File: src/rtl/mc_ctrl_pkg.sv
// mc_ctrl_pkg
// Shared definitions for the multicycle RV32I control unit: the FSM state
// enumeration, the opcodes the controller recognises, and the encodings of
// every datapath select it drives (ALU operation, immediate format, result
// mux, ALU operand muxes, and the internal ALUOp class handed to the ALU
// decoder). Also provides the opcode-only immediate format lookup.
package mc_ctrl_pkg;

  // Controller states, one per step of the multicycle instruction walk
  typedef enum logic [3:0] {
    S_FETCH,
    S_DECODE,
    S_MEMADR,
    S_MEMREAD,
    S_MEMWB,
    S_MEMWRITE,
    S_EXECR,
    S_EXECI,
    S_ALUWB,
    S_JALR,
    S_JAL,
    S_BRANCH,
    S_LUI,
    S_TRAP
  } state_t;

  // Major opcodes
  localparam logic [6:0] OP_LOAD   = 7'b0000011;
  localparam logic [6:0] OP_STORE  = 7'b0100011;
  localparam logic [6:0] OP_RTYPE  = 7'b0110011;
  localparam logic [6:0] OP_ITYPE  = 7'b0010011;
  localparam logic [6:0] OP_BRANCH = 7'b1100011;
  localparam logic [6:0] OP_JAL    = 7'b1101111;
  localparam logic [6:0] OP_JALR   = 7'b1100111;
  localparam logic [6:0] OP_LUI    = 7'b0110111;
  localparam logic [6:0] OP_AUIPC  = 7'b0010111;

  // ALUControl encodings
  localparam logic [3:0] ALU_ADD  = 4'd0;
  localparam logic [3:0] ALU_SUB  = 4'd1;
  localparam logic [3:0] ALU_AND  = 4'd2;
  localparam logic [3:0] ALU_OR   = 4'd3;
  localparam logic [3:0] ALU_XOR  = 4'd4;
  localparam logic [3:0] ALU_SLT  = 4'd5;
  localparam logic [3:0] ALU_SLL  = 4'd6;
  localparam logic [3:0] ALU_SRL  = 4'd7;
  localparam logic [3:0] ALU_SRA  = 4'd8;
  localparam logic [3:0] ALU_SLTU = 4'd9;

  // Immediate formats
  localparam logic [2:0] IMM_I = 3'b000;
  localparam logic [2:0] IMM_S = 3'b001;
  localparam logic [2:0] IMM_B = 3'b010;
  localparam logic [2:0] IMM_J = 3'b011;
  localparam logic [2:0] IMM_U = 3'b100;

  // Result mux selects
  localparam logic [1:0] RES_ALUOUT    = 2'b00;
  localparam logic [1:0] RES_DATA      = 2'b01;
  localparam logic [1:0] RES_ALURESULT = 2'b10;
  localparam logic [1:0] RES_IMMEXT    = 2'b11;

  // ALU operand A selects
  localparam logic [1:0] SRCA_PC    = 2'b00;
  localparam logic [1:0] SRCA_OLDPC = 2'b01;
  localparam logic [1:0] SRCA_RS1   = 2'b10;

  // ALU operand B selects
  localparam logic [1:0] SRCB_RS2  = 2'b00;
  localparam logic [1:0] SRCB_IMM  = 2'b01;
  localparam logic [1:0] SRCB_FOUR = 2'b10;

  // Operation class handed from the FSM to the ALU decoder
  localparam logic [1:0] ALUOP_ADD   = 2'b00;
  localparam logic [1:0] ALUOP_SUB   = 2'b01;
  localparam logic [1:0] ALUOP_FUNCT = 2'b10;

  // Immediate format depends only on the opcode so the extender can settle
  // as soon as the IR is loaded, independent of which state we are in.
  function automatic logic [2:0] imm_src_of(input logic [6:0] op);
    logic [2:0] imm;
    imm = IMM_I;
    case (op)
      OP_STORE:           imm = IMM_S;
      OP_BRANCH:          imm = IMM_B;
      OP_JAL:             imm = IMM_J;
      OP_LUI, OP_AUIPC:   imm = IMM_U;
      default:            imm = IMM_I;
    endcase
    return imm;
  endfunction

endpackage

File: src/rtl/mc_aludec.sv
// mc_aludec
// Combinational ALU decoder. The FSM supplies an operation class; for the
// funct class the RV32I funct3/funct7b5 fields pick the exact operation.
// Ports:
//   aluop      in  2  operation class: 00 add, 01 sub, 10 funct decode
//   funct3     in  3  IR funct3
//   op5        in  1  IR opcode bit 5 (distinguishes R-type from I-type)
//   funct7b5   in  1  IR bit 30
//   alucontrol out 4  ALU operation select
module mc_aludec
  import mc_ctrl_pkg::*;
(
  input  logic [1:0] aluop,
  input  logic [2:0] funct3,
  input  logic       op5,
  input  logic       funct7b5,
  output logic [3:0] alucontrol
);

  // Bit 30 only means "subtract" for register-register ops; for addi it is
  // just an immediate bit, hence the op5 qualifier. For shifts it selects
  // arithmetic in both formats.
  always_comb begin
    alucontrol = ALU_ADD;
    case (aluop)
      ALUOP_SUB: alucontrol = ALU_SUB;
      ALUOP_FUNCT: begin
        case (funct3)
          3'b000:  alucontrol = (op5 && funct7b5) ? ALU_SUB : ALU_ADD;
          3'b001:  alucontrol = ALU_SLL;
          3'b010:  alucontrol = ALU_SLT;
          3'b011:  alucontrol = ALU_SLTU;
          3'b100:  alucontrol = ALU_XOR;
          3'b101:  alucontrol = funct7b5 ? ALU_SRA : ALU_SRL;
          3'b110:  alucontrol = ALU_OR;
          default: alucontrol = ALU_AND;
        endcase
      end
      default: alucontrol = ALU_ADD;
    endcase
  end

endmodule

File: src/rtl/mc_controller.sv
// mc_controller
// Moore-style multicycle control unit for an RV32I core with a single shared
// memory port. Walks each instruction through fetch, decode, execute, memory
// and writeback states, stalling memory states until MemReady. Illegal or
// disabled encodings land in a sticky TRAP state that only reset leaves.
// Parameters:
//   EN_BRANCH_EXT  1 = BNE/BLT/BGE/BLTU/BGEU legal, 0 = they trap
//   EN_UPPER       1 = LUI/AUIPC legal, 0 = they trap
// Ports:
//   clk, reset               clock, async active-high reset
//   op, funct3, funct7b5     instruction fields from the IR
//   Zero, Neg, Ovf, Carry    ALU flags of a-b (Carry = carry-out of a+~b+1)
//   MemReady                 memory finishes the current access this cycle
//   MemReq, MemWrite         memory request and store strobe
//   IRWrite, PCWrite         IR and PC load enables
//   AdrSrc                   memory address: 0 PC, 1 Result
//   ALUSrcA, ALUSrcB         ALU operand selects
//   ResultSrc                result mux select
//   ImmSrc                   immediate format (opcode only)
//   ALUControl               ALU operation
//   RegWrite                 register file write enable
//   IllegalInstr             high while trapped
module mc_controller
  import mc_ctrl_pkg::*;
#(
  parameter bit EN_BRANCH_EXT = 1'b1,
  parameter bit EN_UPPER      = 1'b1
) (
  input  logic       clk,
  input  logic       reset,
  input  logic [6:0] op,
  input  logic [2:0] funct3,
  input  logic       funct7b5,
  input  logic       Zero,
  input  logic       Neg,
  input  logic       Ovf,
  input  logic       Carry,
  input  logic       MemReady,
  output logic       MemReq,
  output logic       MemWrite,
  output logic       IRWrite,
  output logic       PCWrite,
  output logic       AdrSrc,
  output logic [1:0] ALUSrcA,
  output logic [1:0] ALUSrcB,
  output logic [1:0] ResultSrc,
  output logic [2:0] ImmSrc,
  output logic [3:0] ALUControl,
  output logic       RegWrite,
  output logic       IllegalInstr
);

  state_t     state;
  state_t     decode_target;
  logic       taken;
  logic       branch_legal;
  logic [1:0] aluop;
  logic       mem_req;
  logic       mem_write;
  logic       ir_write;
  logic       pc_write;
  logic       reg_write;

  // Branch condition from the flags of rs1 - rs2. Signed less-than is
  // Neg^Ovf; unsigned less-than is the absence of a carry out of the
  // subtraction (i.e. a borrow occurred).
  always_comb begin
    taken = 1'b0;
    case (funct3)
      3'b000:  taken = Zero;
      3'b001:  taken = ~Zero;
      3'b100:  taken = Neg ^ Ovf;
      3'b101:  taken = ~(Neg ^ Ovf);
      3'b110:  taken = ~Carry;
      3'b111:  taken = Carry;
      default: taken = 1'b0;
    endcase
  end

  // BEQ is always available; the other five only when the extension is
  // enabled. funct3 010/011 are unassigned and never legal.
  assign branch_legal = (funct3 == 3'b000) ||
                        (EN_BRANCH_EXT && ((funct3 == 3'b001) || funct3[2]));

  // Where DECODE goes next. Anything not explicitly recognised as legal
  // falls through to TRAP, so new encodings are safe by default.
  always_comb begin
    decode_target = S_TRAP;
    case (op)
      OP_LOAD, OP_STORE: if (funct3 == 3'b010) decode_target = S_MEMADR;
      OP_RTYPE:          decode_target = S_EXECR;
      OP_ITYPE:          decode_target = S_EXECI;
      OP_BRANCH:         if (branch_legal) decode_target = S_BRANCH;
      OP_JAL:            decode_target = S_JAL;
      OP_JALR:           if (funct3 == 3'b000) decode_target = S_JALR;
      OP_LUI:            if (EN_UPPER) decode_target = S_LUI;
      OP_AUIPC:          if (EN_UPPER) decode_target = S_ALUWB;
      default:           decode_target = S_TRAP;
    endcase
  end

  // State register and transition rules. Memory states hold until the
  // memory reports ready; TRAP is absorbing. JALR reuses the JAL state to
  // write the link address, so the computed target must be in ALUOut by
  // then (which the JALR state arranges).
  always_ff @(posedge clk or posedge reset) begin
    if (reset) begin
      state <= S_FETCH;
    end else begin
      case (state)
        S_FETCH:    if (MemReady) state <= S_DECODE;
        S_DECODE:   state <= decode_target;
        S_MEMADR:   state <= op[5] ? S_MEMWRITE : S_MEMREAD;
        S_MEMREAD:  if (MemReady) state <= S_MEMWB;
        S_MEMWB:    state <= S_FETCH;
        S_MEMWRITE: if (MemReady) state <= S_FETCH;
        S_EXECR:    state <= S_ALUWB;
        S_EXECI:    state <= S_ALUWB;
        S_ALUWB:    state <= S_FETCH;
        S_JALR:     state <= S_JAL;
        S_JAL:      state <= S_ALUWB;
        S_BRANCH:   state <= S_FETCH;
        S_LUI:      state <= S_FETCH;
        S_TRAP:     state <= S_TRAP;
        default:    state <= S_FETCH;
      endcase
    end
  end

  // Per-state datapath controls. Everything defaults to zero/add so each
  // state only names what it actually uses. The strobes are collected in
  // internal signals so they can be squashed while reset is held.
  always_comb begin
    mem_req      = 1'b0;
    mem_write    = 1'b0;
    ir_write     = 1'b0;
    pc_write     = 1'b0;
    reg_write    = 1'b0;
    IllegalInstr = 1'b0;
    AdrSrc       = 1'b0;
    ALUSrcA      = SRCA_PC;
    ALUSrcB      = SRCB_RS2;
    ResultSrc    = RES_ALUOUT;
    aluop        = ALUOP_ADD;
    case (state)
      S_FETCH: begin
        mem_req   = 1'b1;
        ALUSrcB   = SRCB_FOUR;
        ResultSrc = RES_ALURESULT;
        ir_write  = MemReady;
        pc_write  = MemReady;
      end
      S_DECODE: begin
        ALUSrcA = SRCA_OLDPC;
        ALUSrcB = SRCB_IMM;
      end
      S_MEMADR: begin
        ALUSrcA = SRCA_RS1;
        ALUSrcB = SRCB_IMM;
      end
      S_MEMREAD: begin
        mem_req = 1'b1;
        AdrSrc  = 1'b1;
      end
      S_MEMWB: begin
        ResultSrc = RES_DATA;
        reg_write = 1'b1;
      end
      S_MEMWRITE: begin
        mem_req   = 1'b1;
        mem_write = 1'b1;
        AdrSrc    = 1'b1;
      end
      S_EXECR: begin
        ALUSrcA = SRCA_RS1;
        ALUSrcB = SRCB_RS2;
        aluop   = ALUOP_FUNCT;
      end
      S_EXECI: begin
        ALUSrcA = SRCA_RS1;
        ALUSrcB = SRCB_IMM;
        aluop   = ALUOP_FUNCT;
      end
      S_ALUWB: begin
        reg_write = 1'b1;
      end
      S_JALR: begin
        ALUSrcA = SRCA_RS1;
        ALUSrcB = SRCB_IMM;
      end
      S_JAL: begin
        ALUSrcA  = SRCA_OLDPC;
        ALUSrcB  = SRCB_FOUR;
        pc_write = 1'b1;
      end
      S_BRANCH: begin
        ALUSrcA  = SRCA_RS1;
        ALUSrcB  = SRCB_RS2;
        aluop    = ALUOP_SUB;
        pc_write = taken;
      end
      S_LUI: begin
        ResultSrc = RES_IMMEXT;
        reg_write = 1'b1;
      end
      S_TRAP: begin
        IllegalInstr = 1'b1;
      end
      default: begin
        IllegalInstr = 1'b0;
      end
    endcase
  end

  // Reset is asynchronous, so the state snaps to FETCH immediately, but
  // FETCH itself requests memory; gating here guarantees no access or write
  // strobe is visible for as long as reset is held.
  assign MemReq   = mem_req   & ~reset;
  assign MemWrite = mem_write & ~reset;
  assign IRWrite  = ir_write  & ~reset;
  assign PCWrite  = pc_write  & ~reset;
  assign RegWrite = reg_write & ~reset;

  assign ImmSrc = imm_src_of(op);

  mc_aludec u_aludec (
    .aluop      (aluop),
    .funct3     (funct3),
    .op5        (op[5]),
    .funct7b5   (funct7b5),
    .alucontrol (ALUControl)
  );

endmodule

File: config.mk
export PLATFORM = sky130hd
export DESIGN_NAME = mc_controller
export DESIGN_NICKNAME = d
export VERILOG_FILES = /design/src/rtl/mc_ctrl_pkg.sv /design/src/rtl/mc_aludec.sv /design/src/rtl/mc_controller.sv
export SDC_FILE = /design/constraint.sdc
export NUM_CORES = 1
export LEC_CHECK = 0
export CORE_MARGIN = 3
export CORE_UTILIZATION = 40
export CTS_BUF_LIST = sky130_fd_sc_hd__clkbuf_16
export CTS_CLUSTER_DIAMETER = 40
export DETAILED_ROUTE_END_ITERATION = 6
export GPL_ROUTABILITY_DRIVEN = 1
export PLACE_DENSITY = 0.76
export SYNTH_ARGS = -nofsm -noshare
export SYNTH_HDL_FRONTEND = slang
export SYNTH_SLANG_ARGS = --single-unit
export TNS_END_PERCENT = 30
File: constraint.sdc
create_clock -name clk -period 2.25 [get_ports clk]
set_input_delay 0.225 -clock clk [delete_from_list [all_inputs] [get_ports clk]]
set_output_delay 0.225 -clock clk [all_outputs]
set_load 0.05 [all_outputs]
# [Word-level counts from Yosys, hierarchy flattened]
# Index checks and enable logic that the tools add are counted.
# Widths: inputs -> output; s select.
[word_totals] wordCells=88 out_inout_bits=20 input_bits=18 reg_bits=4
[op_classes] n_eq_ne=34 reduce_logical=17 mux=26 n_bitwise=10
[ops] cell="$pmux 4 s8" count=2
[ops] cell="$pmux 4 s7" count=1
[ops] cell="$eq 4x4->1 const B" count=6
[ops] cell="$eq 7x6->1 const B" count=3
[ops] cell="$eq 7x7->1 const B" count=3
[ops] cell="$mux 4" count=5
[ops] cell="$eq 4x3->1 const B" count=4
[ops] cell="$eq 7x5->1 const B" count=2
[ops] cell="$eq 3x3->1 const B" count=4
[ops] cell="$pmux 2 s2" count=3
[ops] cell="$pmux 3 s4" count=1
[ops] cell="$reduce_or 2->1" count=6
[ops] cell="$mux 3" count=3
[ops] cell="$reduce_or 3->1" count=3
[ops] cell="$eq 4x2->1 const B" count=2
[ops] cell="$pmux 4 s2" count=1
[ops] cell="$eq 7x2->1 const B" count=1
[ops] cell="$mux 1" count=7
[ops] cell="$eq 3x2->1 const B" count=2
[ops] cell="$ne 2x2->1 const B" count=3
[ops] cell="$pmux 1 s6" count=1
[ops] cell="$pmux 2 s3" count=1
[ops] cell="$and 1x1->1" count=5
[ops] cell="$reduce_or 5->1" count=1
[ops] cell="13 further kinds" count=17

# [Logic depth before layout (Yosys ltp)]
# Gate-level depths: netlist of the first run.
[logic_depth] ltp_word=6 ltp_mapped=8 depth_no_buf=7

# [Cells and area by module]
# A second synthesis of the first run with hierarchy kept.
[hier_totals] hier_cells=132 hier_area_um2=867.1
[by_module_without_submodules] module="mc_controller" instances=1 seq_area_each_um2=100.1 cells_per_inst=110 area_per_inst_um2=729.4
[by_module_without_submodules] module="mc_aludec" instances=1 seq_area_each_um2=0.0 cells_per_inst=22 area_per_inst_um2=137.6

# [Worst setup path before layout of the first run]
# Ideal clock, no wire load.
[synth_path] path_type="register to output" start="register state[2]" end="output port ALUControl[2]" path_slack_ns=-1.905 required_ns=2.025 path_buffers=1 arrival_time_ns=3.930 stages_incl_launch_ff=7 cell_sequence="dfrtp_1 clkbuf_1 nand2b_1 or2_2 ha_1 nand2b_1 a2111oi_0"
[synth_via] elab_chain_cells=5 elab_cells_between_ends=8 cone_classes="eq/ne: 5; mux: 2; reduce/logical: 1"
[synth_lines] item="from (decl)" line="mc_controller.sv:53" text="state_t state;"
[synth_lines] item="from (signal assigned)" line="mc_controller.sv:112" text="S_DECODE: state <= decode_target;"
[synth_lines] item="from (signal assigned)" line="mc_controller.sv:113" text="S_MEMADR: state <= op[5] ? S_MEMWRITE : S_MEMREAD;"
[synth_lines] item="$eq 4x3->1" line="mc_controller.sv:145" text="case (state)"
[synth_lines] item="$reduce_or 2->1 (no line)"
[synth_lines] item="$pmux 2 s2 (*)" line="mc_controller.sv:145"
[synth_lines] item="$eq 2x2->1 / $eq 2x1->1 (equally long branches)" line="mc_aludec.sv:25" text="case (aluop)"
[synth_lines] item="$pmux 4 s2 (*)" line="mc_aludec.sv:25"
[synth_lines] item="to (decl)" line="mc_controller.sv:48" text="output logic [3:0] ALUControl,"
# Mark *: on every way between the ends. The rest lies on a longest branch, timed or not.

# [Final worst setup path of the first run]
# Same ends and word-level chain as after synthesis.

==> metrics.txt, run 1 <==
Post-Syn Area 902.1 µm²; max-slew violations 0; CP Capture Type output port; fin util 76.65%; #FFs+latches synth 4; Synth cell types 44; Longest Clk Path Bufs 2; ANT cells 0; Via-to-Cell Ratio 5.757; CP required 2030 ps; IO Pins 38; layout cells sized above 1 28.57%; Hold Path Class in -> async; relative slew slack 67.12%; Layout Cells excl Fill 202; critical path class reg -> out; Placer Congestion 0.9866; CTS H-tree lvls 1; CTS tree yes; vias in the first global route 1,096; Worst-Skew Late Latency 220 ps; sequential share of power 7.7%; max reg flops 4; port bufs 37; design area 0.001565 mm²; Highest Clock Rate 462.1 MHz; FF+latch area 100.1 µm²; RR Startpoint state[1]; # DRC 0; core area 0.002042 mm²; DR WL/cell 15.64 µm; r2r endpoint state[2]; switching power of the nets 0.9046 mW; global-route wire length before repair 4940 µm; period utilization 96.17%; Final Power 1.740 mW; chip width 53.49 µm; Layout area overhead 73.51%; 1st-pass router iterations 4; die area 0.002861 mm²; cells on worst reg2reg path 5; initial antenna violation count 0; Max Cap Viol 0; CTS clock-pin slew for the worst setup and hold paths 30 ps; largest net degree at the start of global routing 16; final worst slack 86.11 ps; Routed WL 3159 µm; multi-input gate area in the final layout 764.5 µm²; Root Buffer clkbuf_16; outcome completed; CTS Sinks 4; antenna viol nets, final 0; crit path DAT 1940 ps; CP startpoint kind flop; Max FO, Critical Path 3; actual slew at the worst max-slew pin 489.4 ps; Final min period 2164 ps; All-Layer GR Usage 23.39%; switching part of the total 51.98%; pre-CTS setup slack -4.447 ps; row cnt 16; Syn Area/Cell 6.939 µm²; Clock Power Share 15.9%; post-synth net total 150; power per cell area 1112 mW/mm²; final setup fails 0; dpl cells 199; Warnings, synthesis 0; Iter 0 DRT Violations 45; biggest regs state x4; Final Skew 2.564 ps; Int Power 0.8358 mW; Setup TNS 0 ps; total gr overflow 0; Leakage 0.6515 nW; initial core utilization 44.18%; Final Net Count 197; Reg with most FFs state; Seq/Total Area, Yosys 11.10%; die height 53.49 µm; Detailed Place HPWL 2407 µm; worst IR drop on VDD 1.248 mV; final hold violation count 0; RSZ-0062 raised after global routing no; DP Area 0.001461 mm²; CTS buffer count 3; Post-CTS Hold Buffers 0; worst hold slack 383.3 ps; Syn Inst Count 130; Filler Cells Inserted 159; DR vias 1,163; Gate power share 76.4%; FF-to-FF setup slack 610 ps
layer usage:
metal / up-vias / share of wire, % / GRT usage [%]
met5: - / 0 / 0
met4: 0 / 1.4 / 9.362
met3: 6 / 5.9 / 4.789
met2: 46 / 52 / 38.98
met1: 538 / 41 / 28.81
li1: 573 / - / -
layout make-up:
type	instances	share of cell area (%)
multi-input combinational	106	48.84
timing repair buffer	53	35.65
sequential	4	6.395
clock buffer	3	4.796
inverter	9	2.158
tap	27	2.158
layout by cell type (no fill, tap or decap), drive strengths merged, types with 2 or more instances in the layout:
master	n
a2111oi	2
a211oi	3
a21oi	9
and3	3
buf	35
clkbuf	3
clkdlybuf4s50	17
dfrtp	4
ha	2
inv	9
nand2	7
nand2b	8
nand3	2
nand3b	3
nand4bb	2
nor2	8
nor2b	6
nor3	14
nor3b	2
nor4	4
o21ai	6
o31ai	3
or4b	2
xnor2	3
xor2	2
cells by family after synthesis:
family	count (synthesis)	synth area share, %
mux	2	2.358
flops	4	11.10
compound gates	31	23.16
fa+ha+maj	2	2.773
xor+xnor	5	4.855
buf+inv	20	10.40
simple gates	66	45.36
worst max path at each step:
| stage | start | to | slack [ps] | depth (start not counted) |
|---|---|---|---|---|
| final | state[2] | ALUControl[2] | 90 | 6 |
| after global placement | state[2] | ALUControl[2] | 100 | 6 |
| after floorplan | op[2] | state[2] | -250 | 5 |
| after CTS | funct3[2] | PCWrite | 40 | 7 |
| after detailed placement | funct3[2] | PCWrite | -4 | 7 |
| after global routing | Neg | PCWrite | 3 | 7 |
cell usage after synthesis (all sizes together):
cell type	n	area share, %
or3	1	0.83
a211oi	3	2.5
nor3	14	7.8
a22oi	1	0.83
nand4bb	2	4.3
a21oi	9	5.0
and3	3	2.1
a32o	1	1.1
nand2b	8	5.5
or4b	2	2.6
nand3	2	1.1
buf	6	4.6
o32ai	1	0.97
o21ai	6	3.3
o211ai	1	1.4
o22ai	1	0.69
nor4	4	2.8
xnor2	3	2.9
nor2	8	3.3
inv	9	3.7
nand4b	1	0.97
a221oi	1	0.97
nand2	7	2.9
o31a	1	0.97
or3b	1	0.97
clkbuf	5	2.1
ha	2	2.8
and4b	1	1.1
dfrtp	4	11
or2	1	0.69
nand3b	3	2.5
a2111oi	2	1.9
nor3b	2	1.7
mux2i	1	1.1
xor2	2	1.9
o31ai	3	2.5
nor2b	6	4.2
o311ai	1	0.97
mux2	1	1.2
power by group through the flow:
stage               registers [mW]  clock network, mW  logic [mW]
floorplan                    0.123                  0       0.881
global placement             0.131                  0        1.28
detailed placement           0.134                  0        1.29
CTS                          0.135              0.278        1.32
global route                 0.140              0.286        1.41
finish                       0.135              0.276        1.33
critical path, stage by stage (launching register included):
cell	delay, ps
dfrtp_1	360
nand2b_1	150
or2_2	360
ha_4	260
nand2b_4	150
a2111oi_4	240
buf_12	180
repair_timing:
action,in CTS,in global routing
resized for setup,3,2
setup endpoints to repair,3,1
pin swaps,1,1
setup buffers,0,0
No activity file was read; power rests on OpenSTA's default activity.
==> run 2: changes to the inputs <==
--- a/config.mk
+++ b/config.mk
@@ -11,8 +11,9 @@
 export CTS_CLUSTER_DIAMETER = 40
 export DETAILED_ROUTE_END_ITERATION = 6
 export GPL_ROUTABILITY_DRIVEN = 1
-export PLACE_DENSITY = 0.76
+export PLACE_DENSITY = 0.77
 export SYNTH_ARGS = -nofsm -noshare
 export SYNTH_HDL_FRONTEND = slang
+export SYNTH_HIERARCHICAL = 1
 export SYNTH_SLANG_ARGS = --single-unit
 export TNS_END_PERCENT = 30
==> run 2 against run 1 <==
Against the previous run:
- design area down 5.3%
- clock skew up 2.2 ps
- first-iteration DRC count down 53%
==> metrics.txt, run 2 <==
CTS H-tree lvls 1 (unchanged); DP Area 0.001395 mm² (was 0.001461 mm²); Placer Congestion 0.9069 (was 0.9866); Slowest cell on crit path dfrtp_2 (was dfrtp_1); Syn Area/Cell 6.569 µm² (was 6.939 µm²); CTS Sinks 4 (unchanged); CP startpoint kind flop (unchanged); Via-to-Cell Ratio 5.693 (was 5.757); Crit path largest cell delay 460 ps (was 360 ps); All-Layer GR Usage 22.19% (was 23.39%); Seq/Total Area, Yosys 11.54% (was 11.10%); initial core utilization 43.31% (was 44.18%); FF-to-FF setup slack 920 ps (was 610 ps); biggest regs state x4 (unchanged); RSZ-0062 raised after global routing no (unchanged); layout cells sized above 1 26.29% (was 28.57%); Final Net Count 197 (unchanged); port bufs 37 (unchanged); Root Buffer clkbuf_16 (unchanged); top cells by count, synth nor2_1, nand2_1, a21oi_1, inv_1 (was nor3_1, a21oi_1, inv_1, nand2b_1, nor2_1); CP Capture Type output port (unchanged); Post-synth EDFFs 0 (unchanged); CTS buffer count 3 (unchanged); post-synth net total 152 (was 150); Final Skew 4.757 ps (was 2.564 ps); CTS clock-pin slew for the worst setup and hold paths 30 ps (about the same); Longest Clk Path Bufs 2 (unchanged); Setup TNS 0 ps (unchanged); actual slew at the worst max-slew pin 529.3 ps (was 489.4 ps); Leakage 0.5857 nW (was 0.6515 nW); Routed WL 2765 µm (was 3159 µm); Crit path top cell by count inv_1; Async S/R FF share, synth 100.0% (unchanged); Synth Flop Type dfrtp_1 (unchanged); DR vias 1,150 (was 1,163); worst IR drop on VDD 1.082 mV (was 1.248 mV); Layout area overhead 71.00% (was 73.51%); ANT cells 0 (unchanged); post-synth top area cell dfrtp_1 (unchanged); commonest non-fill, non-tap cell in the layout buf_4 (unchanged); die area 0.002763 mm² (was 0.002861 mm²); Top delay family on crit path flip-flops (was simple AND/OR/NAND/NOR gates); die height 52.56 µm (was 53.49 µm); Hold Path Class in -> async (unchanged); ranking of synthesized cells by area dfrtp_1, nor2_1, nand2_1, a21oi_1, nand2b_1 (was dfrtp_1, nor3_1, nand2b_1, a21oi_1, nor2b_1); design area 0.001483 mm² (was 0.001565 mm²); IO Pins 38 (unchanged); largest net degree at the start of global routing 19 (was 16); CP required 2030 ps (about the same); Syn Inst Count 132 (was 130); Highest Clock Rate 475.2 MHz (was 462.1 MHz); CP Launch Point state[3] (was state[2]); vias in the first global route 1,078 (was 1,096); DR WL/cell 13.69 µm (was 15.64 µm); Iter 0 DRT Violations 21 (was 45); dpl cells 199 (unchanged); initial antenna violation count 0 (unchanged); row cnt 16 (unchanged); CTS tree yes (unchanged); relative slew slack 64.39% (was 67.12%); #FFs+latches synth 4 (unchanged); global-route wire length before repair 4678 µm (was 4940 µm); final hold violation count 0 (unchanged); antenna viol nets, final 0 (unchanged); Worst-Skew Late Latency 220 ps (about the same); period utilization 93.54% (was 96.17%); Reg with most FFs state (unchanged); power per cell area 1138 mW/mm² (was 1112 mW/mm²); pre-CTS setup slack 169.5 ps (was -4.447 ps); # DRC 0 (unchanged); max reg flops 4 (unchanged); final setup fails 0 (unchanged); total gr overflow 0 (unchanged); Max FO, Critical Path 10 (was 3); Max Cap Viol 0 (unchanged); Detailed Place HPWL 2102 µm (was 2407 µm); Post-Syn Area 867.1 µm² (was 902.1 µm²); Final Power 1.687 mW (was 1.740 mW); critical path class reg -> out (unchanged); Synth cell types 44 (unchanged); max-slew violations 0 (unchanged); chip width 52.56 µm (was 53.49 µm); outcome completed (unchanged); Layout Cells excl Fill 202 (unchanged); Buf/Inv on CP 3 (was 1); crit path DAT 1880 ps (was 1940 ps); crit path cell chain nor2b_1 -> nand2_1 -> inv_1 -> inv_1 -> ha_1 -> a311oi_2 -> a211oi_2 -> buf_4 (was nand2b_1 -> or2_2 -> ha_4 -> nand2b_4 -> a2111oi_4 -> buf_12); most frequent cells in the layout buf_4, clkdlybuf4s50_1, nor2_1 (was buf_4, clkdlybuf4s50_1, nor3_1); Final min period 2105 ps (was 2164 ps); core area 0.002002 mm² (was 0.002042 mm²); final worst slack 145.4 ps (was 86.11 ps); RR Startpoint state[0] (was state[1]); Post-CTS Setup Repair Bufs 0 (unchanged); most frequent cell after synthesis nor2_1 (was nor3_1); Warnings, synthesis 6 (was 0); Synth top area share 11.54% (was 11.10%); 1st-pass router iterations 4 (unchanged)
[run 2: cell families (layout without fill, tap and decap cells)]
logic type,after synthesis,in the layout,synth area share (%)
and+or+nand+nor,65,65,39.83
muxes,1,1,1.154
xor gates and xnor gates,5,5,5.050
adders and majority gates,2,2,2.886
AOI/OAI and AO/OA,39,39,31.31
DFF,4,4,11.54
buffers and inverters,16,59,8.225
[run 2: worst paths after layout]
check	to	cells past startpoint
setup reg to reg	state[0]	6
hold reg to reg	state[1]	2
hold / removal	state[3]	2
max in group asynchronous	state[1]	2
min in group clk	state[1]	2
setup / recovery	ALUControl[0]	8
[run 2: per-layer routing]
metal / up-vias / share of wire (%) / global-route usage, %
met5: - / 0 / 0
met4: 0 / 1.3 / 7.660
met3: 4 / 5.6 / 3.134
met2: 44 / 52 / 38.22
met1: 534 / 41 / 27.77
li1: 568 / - / -
[run 2: cell type report]
cell class	count	area (µm²)
multi-input cells	112	710.7
flip-flops and latches	4	102.6
inverters	8	30.03
well taps	27	33.78
fillers	169	519.2
clock buffers	3	75.07
repair buffers	48	530.5
[run 2: power by group]
part	switching, mW	total, mW	internal [mW]
Sequential	0.0458	0.155	0.109
Combinational	0.787	1.26	0.469
Clock	0.0495	0.277	0.227
Total	0.882	1.69	0.805
[run 2: timing repair]
action / 4_1_cts / 5_1_grt
hold buffers: 0 / 0
setup endpoints to repair: 0 / 2
gates resized for setup: 0 / 4
[run 2: metrics by stage]
stage / hold slack [ps] / utilization, %
final: 348.2 / 74.06
after global routing: 386.6 / 74.06
after CTS: 346.7 / 73.44
after detailed placement: 571.8 / 69.69
after global placement: 579.5 / 69.69
after floorplan: -3.606 / -
[run 2: worst reg2reg max path, delay by kind of cell (launching register included)]
kind | cells | cell delay [ps]
flops | 1 | 340
buf+inv | 2 | 330
compound gates | 2 | 270
mux | 1 | 190
simple gates | 1 | 90
==> run 3: changes to the inputs <==
--- a/config.mk
+++ b/config.mk
@@ -5,13 +5,16 @@
 export SDC_FILE = /design/constraint.sdc
 export NUM_CORES = 1
 export LEC_CHECK = 0
+export ABC_AREA = 1
+export CORE_ASPECT_RATIO = 1.75
 export CORE_MARGIN = 3
 export CORE_UTILIZATION = 40
 export CTS_BUF_LIST = sky130_fd_sc_hd__clkbuf_16
 export CTS_CLUSTER_DIAMETER = 40
 export DETAILED_ROUTE_END_ITERATION = 6
 export GPL_ROUTABILITY_DRIVEN = 1
-export PLACE_DENSITY = 0.77
+export PLACE_DENSITY_LB_ADDON = 0.3
+export SETUP_SLACK_MARGIN = 0.02
 export SYNTH_ARGS = -nofsm -noshare
 export SYNTH_HDL_FRONTEND = slang
 export SYNTH_HIERARCHICAL = 1
==> run 3 against run 2 <==
Against the previous run:
- count of clock-buffer cells in the layout is the same
- core utilization shrank 4.0 points
- combinational power shrank 8%
- non-clock buffer count shrank 11
- global-route usage shrank 1.7 points
- routed wire length grew 4.8%
- register-to-register slack lost 70 ps
- cell count grew 18%
- sequential cell count is the same
- critical endpoint is now ResultSrc[1]
- sequential share of layout area shrank 0.35 points
- sequential power is essentially flat
==> metrics.txt, run 3 <==
global-route wire length before repair 4995 µm (was 4678 µm); Post-CTS Setup Repair Bufs 0 (unchanged); row cnt 22 (was 16); Leakage 0.7905 nW (was 0.5857 nW); WL met2 1600 µm (was 1433 µm); period utilization 94.70% (was 93.54%); most frequent cells in the layout nand2_1, nor2_1, inv_1 (was buf_4, clkdlybuf4s50_1, nor2_1); switching power of the nets 0.9021 mW (was 0.8821 mW); power per cell area 1041 mW/mm² (was 1138 mW/mm²); Via-to-Cell Ratio 5.218 (was 5.693); Final Power 1.585 mW (was 1.687 mW); layout cells sized above 1 29.30% (was 26.29%); IO Pins 38 (unchanged); Clock Power Share 17.5% (was 16.4%); critical path class reg -> out (unchanged); Filler Cells Inserted 188 (was 169); Warnings, synthesis 6 (unchanged); total gr overflow 0 (unchanged); Hold Path Class in -> async (unchanged); DR WL/cell 12.12 µm (was 13.69 µm); met1 WL 987 µm (was 1139 µm); port bufs 37 (unchanged); top cells by count, synth nand2_1, nor2_1, inv_1, nand3_1, inv_2 (was nor2_1, nand2_1, a21oi_1, inv_1); CP required 2030 ps (about the same); biggest regs state x4 (unchanged); Placer Congestion 0.8793 (was 0.9069); Crit path largest cell delay 820 ps (was 460 ps); sequential share of power 9.6% (was 9.2%); Iter 0 DRT Violations 25 (was 21); Max FO, Critical Path 5 (was 10); post-synth net total 195 (was 152); Gate power share 72.9% (was 74.4%); CTS buffer count 3 (unchanged); most frequent cell after synthesis nand2_1 (was nor2_1); Seq/Total Area, Yosys 10.46% (was 11.54%); Syn Area/Cell 5.470 µm² (was 6.569 µm²); outcome completed (unchanged); CTS clock-pin slew for the worst setup and hold paths 30 ps (about the same); Synth top area share 18.82% (was 11.54%); Top delay family on crit path buffers and inverters (was flip-flops); Setup TNS 0 ps (unchanged); Layout Cells excl Fill 239 (was 202); worst IR drop on VDD 0.9549 mV (was 1.082 mV); Post-Syn Area 957.2 µm² (was 867.1 µm²); RSZ-0062 raised after global routing no (unchanged); max-slew violations 0 (unchanged); 1st-pass router iterations 4 (unchanged); switching part of the total 56.91% (was 52.28%); final hold violation count 0 (unchanged); relative slew slack 65.83% (was 64.39%); Reg with most FFs state (unchanged); Final Net Count 237 (was 197); Worst-Skew Late Latency 220 ps (about the same); Synth cell types 28 (was 44); largest net degree at the start of global routing 12 (was 19); routed wl met3 199 µm (was 156 µm); ranking of synthesized cells by area nand2_1, dfrtp_1, nor2_1, inv_1, nand3_1 (was dfrtp_1, nor2_1, nand2_1, a21oi_1, nand2b_1); Highest Clock Rate 469.3 MHz (was 475.2 MHz); Layout area overhead 59.08% (was 71.00%); crit path cell chain nor2_2 -> inv_2 -> a21oi_1 -> clkdlybuf4s50_1 (was nor2b_1 -> nand2_1 -> inv_1 -> inv_1 -> ha_1 -> a311oi_2 -> a211oi_2 -> buf_4); Post-synth EDFFs 0 (unchanged); crit path DAT 1910 ps (was 1880 ps); commonest non-fill, non-tap cell in the layout nand2_1 (was buf_4); Async S/R FF share, synth 100.0% (unchanged); ANT cells 0 (unchanged); # DRC 0 (unchanged); CTS tree yes (unchanged); initial core utilization 44.02% (was 43.31%); post-synth top area cell nand2_1 (was dfrtp_1); CP Capture Type output port (unchanged); Slowest cell on crit path clkdlybuf4s50_1 (was dfrtp_2); Int Power 0.6830 mW (was 0.8050 mW); #FFs+latches synth 4 (unchanged); vias in the first global route 1,290 (was 1,078); Syn Inst Count 175 (was 132); actual slew at the worst max-slew pin 511.0 ps (was 529.3 ps); DP Area 0.001420 mm² (was 0.001395 mm²); Detailed Place HPWL 2344 µm (was 2102 µm); Routed WL 2897 µm (was 2765 µm); CTS H-tree lvls 1 (unchanged); initial antenna violation count 0 (unchanged); CTS Sinks 4 (unchanged); Post-CTS Hold Buffers 0 (unchanged); CP startpoint kind flop (unchanged); antenna viol nets, final 0 (unchanged); Synth Flop Type dfrtp_1 (unchanged); Root Buffer clkbuf_16 (unchanged); FF-to-FF setup slack 850 ps (was 920 ps); chip width 42.98 µm (was 52.56 µm); Final Skew 2.731 ps (was 4.757 ps); All-Layer GR Usage 20.50% (was 22.19%); max reg flops 4 (unchanged); Buf/Inv on CP 2 (was 3); die height 70.71 µm (was 52.56 µm); DR vias 1,247 (was 1,150); core area 0.002175 mm² (was 0.002002 mm²); design area 0.001523 mm² (was 0.001483 mm²); top layer used by detailed routing met4 (unchanged); die area 0.003039 mm² (was 0.002763 mm²); dpl cells 236 (was 199); Final min period 2131 ps (was 2105 ps); Longest Clk Path Bufs 2 (unchanged); Max Cap Viol 0 (unchanged); final setup fails 0 (unchanged)
-- run 3: changes by cell type in the layout (fill, tap and decap cells not counted), moves of 4 or more --
cell      previous run  this run
nor2_2               0         8
nand2_1             15        46
inv_1                8        21
xnor2_1              4         0
nand3_1              3        15
nor2_1              16        22
nand2_2              0         6
inv_2                0        13
buf_4               20        10
nand2b_1             6         0
a21oi_1             10         5
-- run 3: cells by family after synthesis --
family | synth area share [%]
compound gates | 13.20
xor+xnor | 0.9152
fa+ha+maj | 2.614
buf+inv | 13.33
flops | 10.46
simple gates | 59.48
-- run 3: per-stage QoR --
stage | hold slack, ps | setup WS, ps | util (%)
2_1_floorplan | -8.918 | 33.17 | -
3_3_place_gp | 566.7 | 298.2 | 65.30
3_5_place_dp | 579.2 | 224.6 | 65.30
4_1_cts | 356.7 | 16.39 | 68.76
5_1_grt | 390.1 | 6.883 | 70.02
6_report | 360.0 | 119.2 | 70.02
-- run 3: cell type report --
type	count	area [µm²]	share of cell area [%]
timing repair buffer	37	425.4	27.94
multi-input combinational	137	764.5	50.21
clock buffer	3	75.07	4.930
tap	24	30.03	1.972
sequential	4	100.1	6.574
inverter	34	127.6	8.381
-- run 3: path summary, 6_finish.rpt --
check                      startpoint      endpoint  depth (start not counted)
hold / removal                  reset      state[2]                          2
max in group asynchronous       reset      state[1]                          2
setup reg to reg             state[3]      state[0]                          8
hold reg to reg              state[0]      state[0]                          5
setup / recovery             state[3]  ResultSrc[1]                          4
min in group clk             state[0]      state[0]                          5
-- run 3: worst reg2reg max path: cells and delay by family (launching register included) --
kind,cells,cell delay [ps]
compound gates,1,60
buf+inv,2,150
flops,1,430
simple gates,5,640
-- run 3: power groups by stage --
stage          registers [mW]  clock network (mW)  logic, mW
3_3_place_gp            0.147                   0       1.12
2_1_floorplan           0.137                   0      0.804
6_report                0.152               0.277       1.16
4_1_cts                 0.147               0.280       1.14
5_1_grt                 0.156               0.288       1.24
3_5_place_dp            0.147                   0       1.13
-- run 3: what timing repair did --
action	in CTS	in global routing
pin swaps	0	0
setup endpoints to repair	1	3
resized for setup	0	9
endpoints found under the hold margin	0	0
-- run 3: per-layer routing --
layer | global-route usage, % | vias up
li1 | - | 631
met1 | 17.36 | 538
met2 | 41.81 | 64
met3 | 2.036 | 14
met4 | 12.75 | 0
met5 | 0 | -
